File: config.mk
export PLATFORM = sky130hd
export DESIGN_NAME = alternador_bombas_flat
export DESIGN_NICKNAME = d
export VERILOG_FILES = /design/src/rtl/bomba_pkg.sv /design/src/rtl/alternador_bombas_if.sv /design/src/rtl/alternador_bombas_temporizador_sat.sv /design/src/rtl/alternador_bombas.sv /design/src/flat_wrapper.sv
export SDC_FILE = /design/constraint.sdc
export NUM_CORES = 1
export LEC_CHECK = 0
export ABC_AREA = 1
export CORE_ASPECT_RATIO = 1.25
export CORE_UTILIZATION = 56
export DETAILED_ROUTE_END_ITERATION = 8
export GPL_TIMING_DRIVEN = 0
export PLACE_DENSITY = 0.82
export SLEW_MARGIN = 20
export SYNTH_ARGS = -nofsm -noshare
export SYNTH_HDL_FRONTEND = slang
export SYNTH_SLANG_ARGS = --single-unit
File: constraint.sdc
create_clock -name ck -period 4.85 [get_ports ck]
set_clock_uncertainty 0.05 [all_clocks]
set_input_delay 1.2125 -clock ck [delete_from_list [all_inputs] [get_ports ck]]
set_output_delay 1.2125 -clock ck [all_outputs]
set_load 0.02 [all_outputs]
File: src/rtl/bomba_pkg.sv
// Shared constants for the pump station: scheduler states, pump indices and
// level controller states.
package bomba_pkg;

    // Duty/standby scheduler states.
    typedef enum logic [1:0] {
        REPOSO  = 2'b00,
        MARCHA  = 2'b01,
        CAMBIO  = 2'b10,
        BLOQUEO = 2'b11
    } estado_t;

    // Pump indices.
    localparam logic BOMBA_0 = 1'b0;
    localparam logic BOMBA_1 = 1'b1;

    // Level controller states, shared with the upstream block.
    typedef enum logic [1:0] {
        NIVEL_VACIO  = 2'b00,
        NIVEL_BAJO   = 2'b01,
        NIVEL_LLENO  = 2'b10,
        NIVEL_ALARMA = 2'b11
    } nivel_t;

endpackage

File: src/rtl/alternador_bombas_if.sv
// Signal bundle between the level controller side and the pump scheduler.
interface alternador_bombas_if;

    logic       demanda_i;
    logic       alarma_i;
    logic [1:0] falla_i;
    logic [1:0] bomba_o;
    logic       activa_o;
    logic       falla_total_o;

    // Level controller / station side.
    modport master (
        output demanda_i,
        output alarma_i,
        output falla_i,
        input  bomba_o,
        input  activa_o,
        input  falla_total_o
    );

    // Scheduler side.
    modport slave (
        input  demanda_i,
        input  alarma_i,
        input  falla_i,
        output bomba_o,
        output activa_o,
        output falla_total_o
    );

endinterface

File: src/rtl/alternador_bombas_temporizador_sat.sv
// Saturating up-counter with synchronous clear, used as the shared dwell timer.
module temporizador_sat #(
    parameter int unsigned W_CNT = 16
) (
    input  logic             ck,
    input  logic             rst_i,
    input  logic             clr_i,
    output logic [W_CNT-1:0] cnt_o
);

    logic [W_CNT-1:0] cnt_q;

    // Clear has priority; otherwise count up and hold at all-ones.
    always_ff @(posedge ck or negedge rst_i) begin
        if (!rst_i) begin
            cnt_q <= '0;
        end else if (clr_i) begin
            cnt_q <= '0;
        end else if (cnt_q != {W_CNT{1'b1}}) begin
            cnt_q <= cnt_q + 1'b1;
        end
    end

    assign cnt_o = cnt_q;

endmodule

File: src/rtl/alternador_bombas.sv
// Duty/standby scheduler for a duplex pump station: alternates pumps per
// completed run, enforces minimum off/run times and fails over on faults.
module alternador_bombas
    import bomba_pkg::*;
#(
    parameter int unsigned W_CNT        = 16,
    parameter int unsigned T_REPOSO_MIN = 100,
    parameter int unsigned T_MARCHA_MIN = 50,
    parameter int unsigned T_MUERTO     = 10
) (
    input  logic               ck,
    input  logic               rst_i,
    alternador_bombas_if.slave bus
);

    localparam logic [W_CNT-1:0] LIM_REPOSO = W_CNT'(T_REPOSO_MIN);
    localparam logic [W_CNT-1:0] LIM_MARCHA = W_CNT'(T_MARCHA_MIN - 1);
    localparam logic [W_CNT-1:0] LIM_MUERTO = W_CNT'(T_MUERTO - 1);

    estado_t          estado_q, estado_d;
    logic             act_q, act_d;
    logic             sel_q, sel_d;
    logic [1:0]       bomba_q, bomba_d;
    logic             activa_q, activa_d;
    logic             falla_total_q, falla_total_d;
    logic [W_CNT-1:0] cnt;
    logic             cand;

    // Dwell timer restarts on every state change.
    temporizador_sat #(
        .W_CNT (W_CNT)
    ) u_temporizador (
        .ck    (ck),
        .rst_i (rst_i),
        .clr_i (estado_d != estado_q),
        .cnt_o (cnt)
    );

    // Preferred pump unless it is faulted; the all-faulted case never reaches a start.
    assign cand = bus.falla_i[sel_q] ? ~sel_q : sel_q;

    // State, pump selection and registered Moore outputs.
    always_ff @(posedge ck or negedge rst_i) begin
        if (!rst_i) begin
            estado_q      <= REPOSO;
            act_q         <= BOMBA_0;
            sel_q         <= BOMBA_0;
            bomba_q       <= 2'b00;
            activa_q      <= 1'b0;
            falla_total_q <= 1'b0;
        end else begin
            estado_q      <= estado_d;
            act_q         <= act_d;
            sel_q         <= sel_d;
            bomba_q       <= bomba_d;
            activa_q      <= activa_d;
            falla_total_q <= falla_total_d;
        end
    end

    // Next state: double fault first, then alarm, then per-state rules.
    always_comb begin
        estado_d = estado_q;
        act_d    = act_q;
        sel_d    = sel_q;
        if (bus.falla_i == 2'b11) begin
            estado_d = BLOQUEO;
        end else begin
            case (estado_q)
                REPOSO: begin
                    if (bus.demanda_i && !bus.alarma_i && cnt >= LIM_REPOSO) begin
                        estado_d = MARCHA;
                        act_d    = cand;
                    end
                end
                MARCHA: begin
                    if (bus.alarma_i) begin
                        estado_d = REPOSO;
                    end else if (bus.falla_i[act_q]) begin
                        estado_d = bus.falla_i[~act_q] ? BLOQUEO : CAMBIO;
                    end else if (!bus.demanda_i && cnt >= LIM_MARCHA) begin
                        estado_d = REPOSO;
                        sel_d    = ~act_q;
                    end
                end
                CAMBIO: begin
                    if (bus.alarma_i) begin
                        estado_d = REPOSO;
                    end else if (cnt == LIM_MUERTO) begin
                        if (bus.demanda_i && !bus.falla_i[~act_q]) begin
                            estado_d = MARCHA;
                            act_d    = ~act_q;
                        end else begin
                            estado_d = REPOSO;
                        end
                    end
                end
                BLOQUEO: begin
                    estado_d = REPOSO;
                end
                default: begin
                    estado_d = REPOSO;
                end
            endcase
        end
    end

    // Output values for the state being entered.
    always_comb begin
        bomba_d       = 2'b00;
        activa_d      = activa_q;
        falla_total_d = 1'b0;
        case (estado_d)
            MARCHA: begin
                bomba_d  = act_d ? 2'b10 : 2'b01;
                activa_d = act_d;
            end
            REPOSO:  activa_d = sel_d;
            BLOQUEO: falla_total_d = 1'b1;
            default: ;
        endcase
    end

    assign bus.bomba_o       = bomba_q;
    assign bus.activa_o      = activa_q;
    assign bus.falla_total_o = falla_total_q;

    // Both pumps must never be commanded together.
    a_no_doble: assert property (@(posedge ck) disable iff (!rst_i) bus.bomba_o != 2'b11);

endmodule

File: src/flat_wrapper.sv
// flat-port wrapper written by rule: the top's interface ports become plain ports
module alternador_bombas_flat import bomba_pkg::*;
#(
    parameter int unsigned W_CNT        = 16,
    parameter int unsigned T_REPOSO_MIN = 100,
    parameter int unsigned T_MARCHA_MIN = 50,
    parameter int unsigned T_MUERTO     = 10
)
  (ck, rst_i, bus_demanda_i, bus_alarma_i, bus_falla_i, bus_bomba_o, bus_activa_o, bus_falla_total_o);
  alternador_bombas_if bus_i ();
  input  logic ck;
  input  logic rst_i;
  input wire logic [$bits(bus_i.demanda_i)-1:0] bus_demanda_i;
  input wire logic [$bits(bus_i.alarma_i)-1:0] bus_alarma_i;
  input wire logic [$bits(bus_i.falla_i)-1:0] bus_falla_i;
  output wire logic [$bits(bus_i.bomba_o)-1:0] bus_bomba_o;
  output wire logic [$bits(bus_i.activa_o)-1:0] bus_activa_o;
  output wire logic [$bits(bus_i.falla_total_o)-1:0] bus_falla_total_o;
  assign bus_i.demanda_i = bus_demanda_i;
  assign bus_i.alarma_i = bus_alarma_i;
  assign bus_i.falla_i = bus_falla_i;
  assign bus_bomba_o = bus_i.bomba_o;
  assign bus_activa_o = bus_i.activa_o;
  assign bus_falla_total_o = bus_i.falla_total_o;
  alternador_bombas #(.W_CNT(W_CNT), .T_REPOSO_MIN(T_REPOSO_MIN), .T_MARCHA_MIN(T_MARCHA_MIN), .T_MUERTO(T_MUERTO)) u_core (.ck(ck), .rst_i(rst_i), .bus(bus_i));
endmodule
==> results.md, run 1 <==
- Status: complete, no violations
- Post-CTS resize count: 0
- Post-Route Setup TNS: 0 ns
- Fin crit share: 0.541
- Psw: 150 µW
- Clock Tree Buf Depth: 2
- Req. time, crit path: 5.02 ns
- CTS tree: built
- Post-synth top flop: dfrtp_1
- N_diodes: 0
- Worst-Margin Slew: 0.521 ns
- Post-synthesis sequential area ratio: 0.360
- EDFF count, synth: 0
- Critical path, cell by cell: clkdlybuf4s50_1 -> inv_1 -> nand3_1 -> nor2_1 -> nand2_1 -> nand2_1 -> nor2_4 -> nand2_2 -> nand2_2 -> nand2_4 -> buf_12 -> nor2_2
- Global route overflow: 0
- Global routing usage on met1: 0.260
- Nets@finish: 259
- Syn Inst Count: 235
- Met3 usage: 0.0292
- FMAX: 381 MHz
- RR Startpoint: u_core.u_temporizador.cnt_o[0]
- M2 GR Usage: 0.387
- Via Count: 1445
- Cell Area, Synth: 0.00167 mm²
- Synth Area per Inst: 7.10 µm²
- Antenna Nets Post-Route: 0
- Fin. Hold Viols: 0
- H-Tree Depth: 1
- Largest net degree at the start of global routing: 25
- Die Y: 63.0 µm
- Hold endpoint: u_core.bus.activa_o
- Slowest-stage cell, CP: clkdlybuf4s50_1
- Initial Utilization: 0.605
- Global route hottest layer: met2
- Final-report setup violation count: 0
- Row count: 21
- RSZ-0062 raised after global routing: false
- Die X: 50.8 µm
- Post-synth ARST share: 1.00
- Post-detail-place hpwl: 2410 µm
- Startpoint types: input pin
- Synthesis-stage register bit count: 24
- CP arrival: 2.79 ns
- Sw Ratio: 0.330
- Synth unique cells: 27
- Drt total wl: 3120 µm
- Pwr/cell area: 248 mW/mm²
- Max incr delay on CP: 0.48 ns
- Final instance area: 0.00183 mm²
- Setup Buffers After CTS: 0
- DRC viols: 0
- Routed vias/inst: 5.12
- Synth Warn #: 0
- Hold buffer count at cts: 0
- Filler instances: 260
- Initial antenna violation count: 0
- Slew Viols, Final: 0
- Hold WS: 0.558 ns
- Area of the multi-input gates: 900 µm²
- Worst skew pair latency: 0.32 ns
- GPL Wtd Cong: 0.893
- Total power: 455 µW
- CP endpoint kind: register
- Worst vdd ir: 0.000157 V
- Clock transition at path regs: 0.13 ns
- Cell internal pwr: 305 µW
- Bufs and invs on worst path: 3
- Overall routing resource usage: 0.226
- TritonCTS Buffers: 3
- Maxcap violations: 0
- Hold Path Class: reg2reg
- Drt first pass iters: 4
- Hold Crit Depth: 3
- Io pins: 10
- Pleak: 0.000930 µW
- R2r worst-path depth: 10
- Post-Syn Nets: 245
- Post-Route Utilization: 0.664
- Layout cells sized above 1: 0.125
- Crit Path Category: in2reg
- 1st-iter DRT viols: 39
- IO Port Bufs: 9
- Max transition margin: 0.652
- Number of global-route vias before repair: 1390
- Logic pwr share: 0.274
- R2r setup slk: 2.84 ns
- Sink Count: 24
- Routed wire per std cell: 11.1 µm
- Clock share of power: 0.234
- CTS root buffer: clkbuf_4
- Storage cell area: 601 µm²
- Core Region: 0.00276 mm²
- Cell family with most CP delay: simple AND/OR/NAND/NOR gates
- First-pass GRT wire length: 5470 µm
- Area delta synth->final: 9.83%
- Sequential fraction of design power: 0.492
- Crit-path max FO: 10
- Die area: 0.00320 mm²
- Final Critical Period: 2.62 ns
- R2r endpoint: u_core.u_temporizador.cnt_o[15]
- Worst hold start: u_core.bus.activa_o
- Dpl cell area: 0.00180 mm²
[worst min-delay path, cell delays in order (launching register included)]
cell and delay [ns]:
dfrtp_1 0.37, nand2_1 0.05, a21boi_0 0.11, nand2_1 0.06
[cell families (layout without fill, tap and decap cells)]
group / count (synthesis) / count (layout) / synth area share
adders and majority gates: 4 / 4 / 0.0300
AOI/OAI and AO/OA: 13 / 13 / 0.0428
xor gates and xnor gates: 7 / 7 / 0.0368
buffers and inverters: 39 / 52 / 0.101
and+or+nand+nor: 148 / 148 / 0.430
DFF: 24 / 24 / 0.360
[registers in the layout, summed over array words and instances (netlist names)]
name,flops
u_core.bus.activa_o,1
u_core.sel_q,1
u_core.bus.falla_total_o,1
u_core.act_q,1
u_core.bus.bomba_o,2
u_core.estado_q,2
u_core.u_temporizador.cnt_o,16
[layout by cell type, fill, tap and decap left out, types with 2 or more instances in the layout]
cell	n
inv_1	35
nor2_2	8
nand2_1	58
clkbuf_4	3
nor4_1	5
nor2_1	31
nor3_1	2
nand3_2	4
ha_1	4
nand3_1	23
clkdlybuf4s50_1	8
xor2_1	6
and3_1	2
nor2_4	5
nand4_1	5
nand2_2	4
dfrtp_1	24
o21ai_0	8
[layout make-up]
cell class	instances	area share
Inverter	36	0.0738
Clock buffer	4	0.0198
Timing Repair Buffer	9	0.0464
Multi-Input combinational cell	172	0.491
Tap cell	34	0.0232
Buffer	3	0.0178
Sequential cell	24	0.328
[power by group through the flow]
stage	clock (µW)	combinational [µW]	sequential, µW
floorplan	0	87.2	230
global placement	0	123	227
detailed placement	0	126	228
CTS	109	127	224
global route	116	141	226
finish	106	125	223
[synth_stat cells, types with 4 or more instances]
library cell	instances	area share
dfrtp_1	24	0.36
ha_1	4	0.030
inv_1	35	0.079
nand2_1	58	0.13
nand2_2	4	0.015
nand3_1	23	0.069
nand3_2	4	0.024
nand4_1	5	0.019
nor2_1	31	0.070
nor2_2	8	0.030
nor2_4	5	0.034
nor4_1	5	0.019
o21ai_0	8	0.024
xor2_1	6	0.032
[per-stage QoR]
| step | setup slack, ns | instances |
|---|---|---|
| 3_3_place_gp | 1.92 | 278 |
| 4_1_cts | 2.23 | 282 |
| 3_5_place_dp | 1.90 | 278 |
| 6_report | 2.23 | 282 |
| 5_1_grt | 2.09 | 282 |
| 2_1_floorplan | 2.56 | 235 |
[metal layers]
metal,wire length (µm),share of wire,up-vias
met1,1430,0.46,633
met3,91,0.029,14
met4,113,0.036,0
li1,-,-,769
met2,1490,0.48,29
met5,0,0,-
[worst max-delay path by stage]
stage	slack (ns)	endpoint	depth (start not counted)	start
3_5_place_dp	1.90	u_core.u_temporizador.cnt_o[12]	12	bus_alarma_i
4_1_cts	2.23	u_core.u_temporizador.cnt_o[10]	12	bus_alarma_i
6_report	2.23	u_core.u_temporizador.cnt_o[10]	12	bus_alarma_i
5_1_grt	2.09	u_core.u_temporizador.cnt_o[4]	12	bus_alarma_i
3_3_place_gp	1.92	u_core.u_temporizador.cnt_o[12]	12	bus_alarma_i
2_1_floorplan	2.56	u_core.u_temporizador.cnt_o[7]	8	bus_alarma_i
Note: power is estimated with default switching activity, not from simulation.
==> inputs of run 2 (changes only) <==
- CORE_UTILIZATION: 56 -> 53
- PLACE_DENSITY: 0.82 -> 0.81
- clock period: 4.85 -> 2.19 ns (I/O delays scaled with it)
==> results.md, run 2 (synthesis gave the netlist of run 1 again) <==
- Status: complete, no violations (unchanged)
- Area of the multi-input gates: 917 µm² (was 900 µm²)
- Logic pwr share: 0.276 (was 0.274)
- Clock share of power: 0.227 (was 0.234)
- Largest net degree at the start of global routing: 25 (unchanged)
- Hold buffer count at cts: 0 (unchanged)
- Req. time, crit path: 2.39 ns (was 5.02 ns)
- Hold Path Class: in2async (was reg2reg)
- Startpoint types: register (was input pin)
- Core Region: 0.00297 mm² (was 0.00276 mm²)
- CTS root buffer: clkbuf_4 (unchanged)
- Post-detail-place hpwl: 2420 µm (was 2410 µm)
- CP arrival: 2.19 ns (was 2.79 ns)
- TritonCTS Buffers: 3 (unchanged)
- Sequential fraction of design power: 0.497 (was 0.492)
- Commonest non-fill, non-tap cell in the layout: nand2_1 (unchanged)
- Initial Utilization: 0.561 (was 0.605)
- H-Tree Depth: 1 (unchanged)
- GPL Wtd Cong: 0.877 (was 0.893)
- Worst-Margin Slew: 0.540 ns (was 0.521 ns)
- Max FFs per register: 16 (unchanged)
- Pleak: 0.000929 µW (was 0.000930 µW)
- Clock transition at path regs: 0.13 ns (about the same)
- Worst skew pair latency: 0.31 ns (was 0.32 ns)
- N_diodes: 0 (unchanged)
- Crit Path Category: reg2reg (was in2reg)
- Clock Tree Buf Depth: 2 (unchanged)
- IO Port Bufs: 9 (unchanged)
- Setup Buffers After CTS: 0 (unchanged)
- Critical path, cell by cell: inv_1 -> ha_2 -> nand2_1 -> nor2_1 -> nand3_2 -> nand2_1 -> nand3_2 -> xor2_2 -> inv_2 -> nand2_4 -> buf_12 -> nor2_2 (was clkdlybuf4s50_1 -> inv_1 -> nand3_1 -> nor2_1 -> nand2_1 -> nand2_1 -> nor2_4 -> nand2_2 -> nand2_2 -> nand2_4 -> buf_12 -> nor2_2)
- Post-Route Setup TNS: 0 ns (unchanged)
- CTS tree: built (unchanged)
- Fin crit share: 0.910
- Final instance area: 0.00185 mm² (was 0.00183 mm²)
- First-pass GRT wire length: 5580 µm (was 5470 µm)
- Routed vias/inst: 5.11 (was 5.12)
- Fin. Hold Viols: 0 (unchanged)
- WL met1: 1480 µm (was 1430 µm)
- FMAX: 502 MHz
- Row count: 22 (was 21)
- Worst vdd ir: 0.000281 V (was 0.000157 V)
- 1st-iter DRT viols: 47 (was 39)
- Dpl cell area: 0.00180 mm² (about the same)
- RSZ-0062 raised after global routing: false (unchanged)
- Routed wire per std cell: 10.9 µm (was 11.1 µm)
- Global route overflow: 0 (unchanged)
- Drt first pass iters: 4 (unchanged)
- Slew Viols, Final: 0 (unchanged)
- Filler instances: 278 (was 260)
- Antenna Nets Post-Route: 0 (unchanged)
- Io pins: 10 (unchanged)
- Final Critical Period: 1.99 ns
- Bufs and invs on worst path: 3 (unchanged)
- DRC viols: 0 (unchanged)
- Max incr delay on CP: 0.42 ns (was 0.48 ns)
- Cell internal pwr: 677 µW (was 305 µW)
- Drt total wl: 3100 µm (was 3120 µm)
- Sink Count: 24 (unchanged)
- Die Y: 64.7 µm (was 63.0 µm)
- Nets@finish: 259 (unchanged)
- Initial antenna violation count: 0 (unchanged)
- Total power: 999 µW (was 455 µW)
- Die area: 0.00338 mm² (was 0.00320 mm²)
- Storage cell area: 601 µm² (unchanged)
- Slowest-stage cell, CP: dfrtp_1 (was clkdlybuf4s50_1)
- Die X: 52.2 µm (was 50.8 µm)
- Post-Route Utilization: 0.623 (was 0.664)
- Final-report setup violation count: 0 (unchanged)
- Maxcap violations: 0 (unchanged)
- Sw Ratio: 0.322 (was 0.330)
- Routed length on met2: 1530 µm (was 1490 µm)
- Crit-path max FO: 10 (unchanged)
- Cell family with most CP delay: simple AND/OR/NAND/NOR gates (unchanged)
- Psw: 321 µW (was 150 µW)
- Most frequent cells in the layout: nand2_1 (57), inv_1 (35), nor2_1 (29) (was nand2_1 (58), inv_1 (35), nor2_1 (31))
- Area delta synth->final: 11.0% (was 9.83%)
- Routed wl met3: 58 µm (was 91 µm)
- CP endpoint kind: register (unchanged)
- Layout cells sized above 1: 0.145 (was 0.125)
- Top Layer Used: met4 (unchanged)
- Via Count: 1450 (was 1445)
- Number of global-route vias before repair: 1402 (was 1390)
- Overall routing resource usage: 0.215 (was 0.226)
- Pwr/cell area: 539 mW/mm² (was 248 mW/mm²)
- Max transition margin: 0.640 (was 0.652)
==> run 2: changes by cell type in the layout (fill, tap and decap cells not counted) <==
| cell | change |
|---|---|
| nand2_2 | +1 |
| xor2_2 | +1 |
| nor2_1 | -2 |
| ha_2 | +1 |
| xor2_1 | -1 |
| ha_1 | -1 |
| nor2_2 | +2 |
| nand2_1 | -1 |
==> run 2: stage by stage <==
stage / hold WS, ns / cells / setup WS, ns
final: 0.150 / 284 / 0.196
after global routing: 0.161 / 284 / 0.00646
after CTS: 0.574 / 284 / 0.141
after detailed placement: 0.543 / 280 / -0.0746
after global placement: 0.528 / 280 / -0.0662
after floorplan: 0.202 / 235 / 0.422
==> run 2: what timing repair did <==
item / in CTS / in global routing
endpoints found under the hold margin: 0 / 0
endpoints found under the setup margin: 0 / 10
resized for setup: 0 / 5
==> run 2: per-layer routing <==
layer,up-vias,track usage
li1,763,-
met1,661,0.275
met2,22,0.369
met3,4,0.0211
met4,0,0.0757
met5,-,0
==> run 2: layout make-up <==
type,count,area share
Multi-Input combinational cell,172,0.495
Buffer,3,0.0176
Tap cell,36,0.0243
Inverter,36,0.0730
Timing Repair Buffer,9,0.0459
Sequential cell,24,0.324
Clock buffer,4,0.0196
==> run 2: worst paths after layout <==
check	startpoint	endpoint	slack [ns]	cells after the start
max reg2reg	u_core.u_temporizador.cnt_o[1]	u_core.u_temporizador.cnt_o[14]	0.20	12
min in group ck	u_core.sel_q	u_core.sel_q	0.57	4
min reg2reg	u_core.sel_q	u_core.sel_q	0.57	4
min	rst_i	u_core.u_temporizador.cnt_o[6]	0.15	1
max in group asynchronous	rst_i	u_core.estado_q[1]	1.58	1
max	u_core.u_temporizador.cnt_o[1]	u_core.u_temporizador.cnt_o[14]	0.20	12
==> run 2: power groups by stage <==
| stage | sequential [µW] | combinational (µW) | clock, µW |
|---|---|---|---|
| 2_1_floorplan | 510 | 193 | 0 |
| 5_1_grt | 502 | 313 | 256 |
| 4_1_cts | 496 | 277 | 241 |
| 3_3_place_gp | 504 | 272 | 0 |
| 3_5_place_dp | 504 | 275 | 0 |
| 6_report | 497 | 276 | 226 |
==> inputs of run 3 (changes only) <==
- SLEW_MARGIN: 20 -> 10
==> results.md, run 3 (synthesis gave the netlist of run 1 again) <==
- Most frequent cells in the layout: nand2_1 (57), inv_1 (35), nor2_1 (29) (unchanged)
- Global route overflow: 0 (unchanged)
- Io pins: 10 (unchanged)
- Setup Buffers After CTS: 0 (unchanged)
- N_diodes: 0 (unchanged)
- Clock transition at path regs: 0.13 ns (about the same)
- Final Critical Period: 1.99 ns (about the same)
- Routed vias/inst: 5.14 (was 5.11)
- Area of the multi-input gates: 917 µm² (unchanged)
- Final-report setup violation count: 0 (unchanged)
- TritonCTS Buffers: 3 (unchanged)
- Total placed cells including tap cells: 280 (unchanged)
- Die Y: 64.7 µm (unchanged)
- Drt first pass iters: 4 (unchanged)
- Max FFs per register: 16 (unchanged)
- Req. time, crit path: 2.39 ns (about the same)
- CTS tree: built (unchanged)
- Antenna Nets Post-Route: 0 (unchanged)
- Clock Tree Buf Depth: 2 (unchanged)
- Crit-path max FO: 10 (unchanged)
- CP endpoint kind: register (unchanged)
- Storage cell area: 601 µm² (unchanged)
- Core Region: 0.00297 mm² (unchanged)
- Status: complete, no violations (unchanged)
- Final cell count without fillers: 284 (unchanged)
- First-pass GRT wire length: 5580 µm (unchanged)
- Die X: 52.2 µm (unchanged)
- Overall routing resource usage: 0.215 (unchanged)
- Number of global-route vias before repair: 1402 (unchanged)
- Crit Path Category: reg2reg (unchanged)
- Max incr delay on CP: 0.43 ns (was 0.42 ns)
- GPL Wtd Cong: 0.877 (unchanged)
- Via Count: 1460 (was 1450)
- Sink Count: 24 (unchanged)
- Startpoint types: register (unchanged)
- Worst vdd ir: 0.000281 V (about the same)
- Layout cells sized above 1: 0.141 (was 0.145)
- Pleak: 0.000929 µW (about the same)
- Worst skew pair latency: 0.31 ns (about the same)
- Filler instances: 277 (was 278)
- Commonest non-fill, non-tap cell in the layout: nand2_1 (unchanged)
- Post-detail-place hpwl: 2420 µm (unchanged)
- Initial antenna violation count: 0 (unchanged)
- Maxcap violations: 0 (unchanged)
- Drt total wl: 3090 µm (was 3100 µm)
- Post-Route Utilization: 0.625 (was 0.623)
- Bufs and invs on worst path: 3 (unchanged)
- Final worst slack: 0.199 ns (was 0.196 ns)
- Critical path, cell by cell: inv_1 -> ha_2 -> nand2_1 -> nor2_1 -> nand3_2 -> nand2_1 -> nand3_2 -> xor2_2 -> inv_2 -> nand2_4 -> buf_12 -> nor2_2 (unchanged)
- Worst-Margin Slew: 1.03 ns (was 0.540 ns)
- Die area: 0.00338 mm² (unchanged)
- H-Tree Depth: 1 (unchanged)
- Max transition margin: 0.309 (was 0.640)
- Fin. Hold Viols: 0 (unchanged)
- Fin crit share: 0.909 (was 0.910)
- 1st-iter DRT viols: 45 (was 47)
- DRC viols: 0 (unchanged)
- Slew Viols, Final: 0 (unchanged)
- IO Port Bufs: 9 (unchanged)
- Initial Utilization: 0.561 (unchanged)
- CTS root buffer: clkbuf_4 (unchanged)
- Nets@finish: 259 (unchanged)
- Largest net degree at the start of global routing: 25 (unchanged)
- Slowest-stage cell, CP: dfrtp_1 (unchanged)
- Routed wire per std cell: 10.9 µm (about the same)
- FMAX: 502 MHz (about the same)
- RSZ-0062 raised after global routing: false (unchanged)
- Row count: 22 (unchanged)
- Hold WS: 0.566 ns (was 0.150 ns)
- DP Worst Slack: -0.0746 ns (unchanged)
- CP arrival: 2.19 ns (about the same)
- Hold Path Class: reg2reg (was in2async)
- Cell family with most CP delay: simple AND/OR/NAND/NOR gates (unchanged)
- Area delta synth->final: 11.3% (was 11.0%)
- Pwr/cell area: 539 mW/mm² (about the same)
-- run 3: cell types whose count changed in the layout (fill, tap and decap cells not counted), sizes merged --
cell | before | now
buf | 3 | 2
clkdlybuf4s50 | 8 | 9
-- run 3: report_power, final --
group | internal [µW] | switching (µW) | total [µW]
clock network | 101 | 126 | 227
registers | 471 | 25.9 | 496
logic | 106 | 170 | 276
total | 678 | 322 | 1000
-- run 3: what timing repair did --
action,in CTS,in global routing
resized for setup,0,5
hold buffers,0,0
setup endpoints to repair,0,10
-- run 3: final cells by class --
cell class | count | share of cell area
multi-input cells | 172 | 0.494
flip-flops and latches | 24 | 0.323
inverters | 36 | 0.0728
repair buffers | 9 | 0.0485
well taps | 36 | 0.0243
clock buffers | 4 | 0.0195
plain buffers | 3 | 0.0175
-- run 3: worst register-to-register path, stage by stage (launching register included) --
cell	delay, ns
dfrtp_1	0.43
inv_1	0.12
ha_2	0.21
nand2_1	0.05
nor2_1	0.13
nand3_2	0.10
nand2_1	0.09
nand3_2	0.14
xor2_2	0.19
inv_2	0.10
nand2_4	0.08
buf_12	0.16
nor2_2	0.08
-- run 3: worst paths after layout --
kind,slack (ns),from,to,depth (start not counted)
worst max-delay path,0.20,u_core.u_temporizador.cnt_o[1],u_core.u_temporizador.cnt_o[14],12
worst min-delay path,0.57,u_core.u_temporizador.cnt_o[15],u_core.u_temporizador.cnt_o[15],2
worst max register to register,0.20,u_core.u_temporizador.cnt_o[1],u_core.u_temporizador.cnt_o[14],12
worst min register to register,0.57,u_core.u_temporizador.cnt_o[15],u_core.u_temporizador.cnt_o[15],2
max in group asynchronous,0.73,rst_i,u_core.estado_q[1],1
min in group asynchronous,0.73,rst_i,u_core.u_temporizador.cnt_o[6],1
-- run 3: per-layer routing --
metal / wire length [µm] / GRT usage / vias up
li1: - / - / 765
met1: 1460 / 0.275 / 665
met2: 1510 / 0.369 / 22
met3: 51 / 0.0211 / 8
met4: 68 / 0.0757 / 0
met5: 0 / 0 / -
-- run 3: through the flow --
step           instance area (µm²)  total power, µW  TNS [ns]
2_1_floorplan                 1670              704         0
3_3_place_gp                  1800              775    -0.620
3_5_place_dp                  1800              780    -0.690
4_1_cts                       1840             1010         0
5_1_grt                       1860             1070         0
6_report                      1860             1000         0
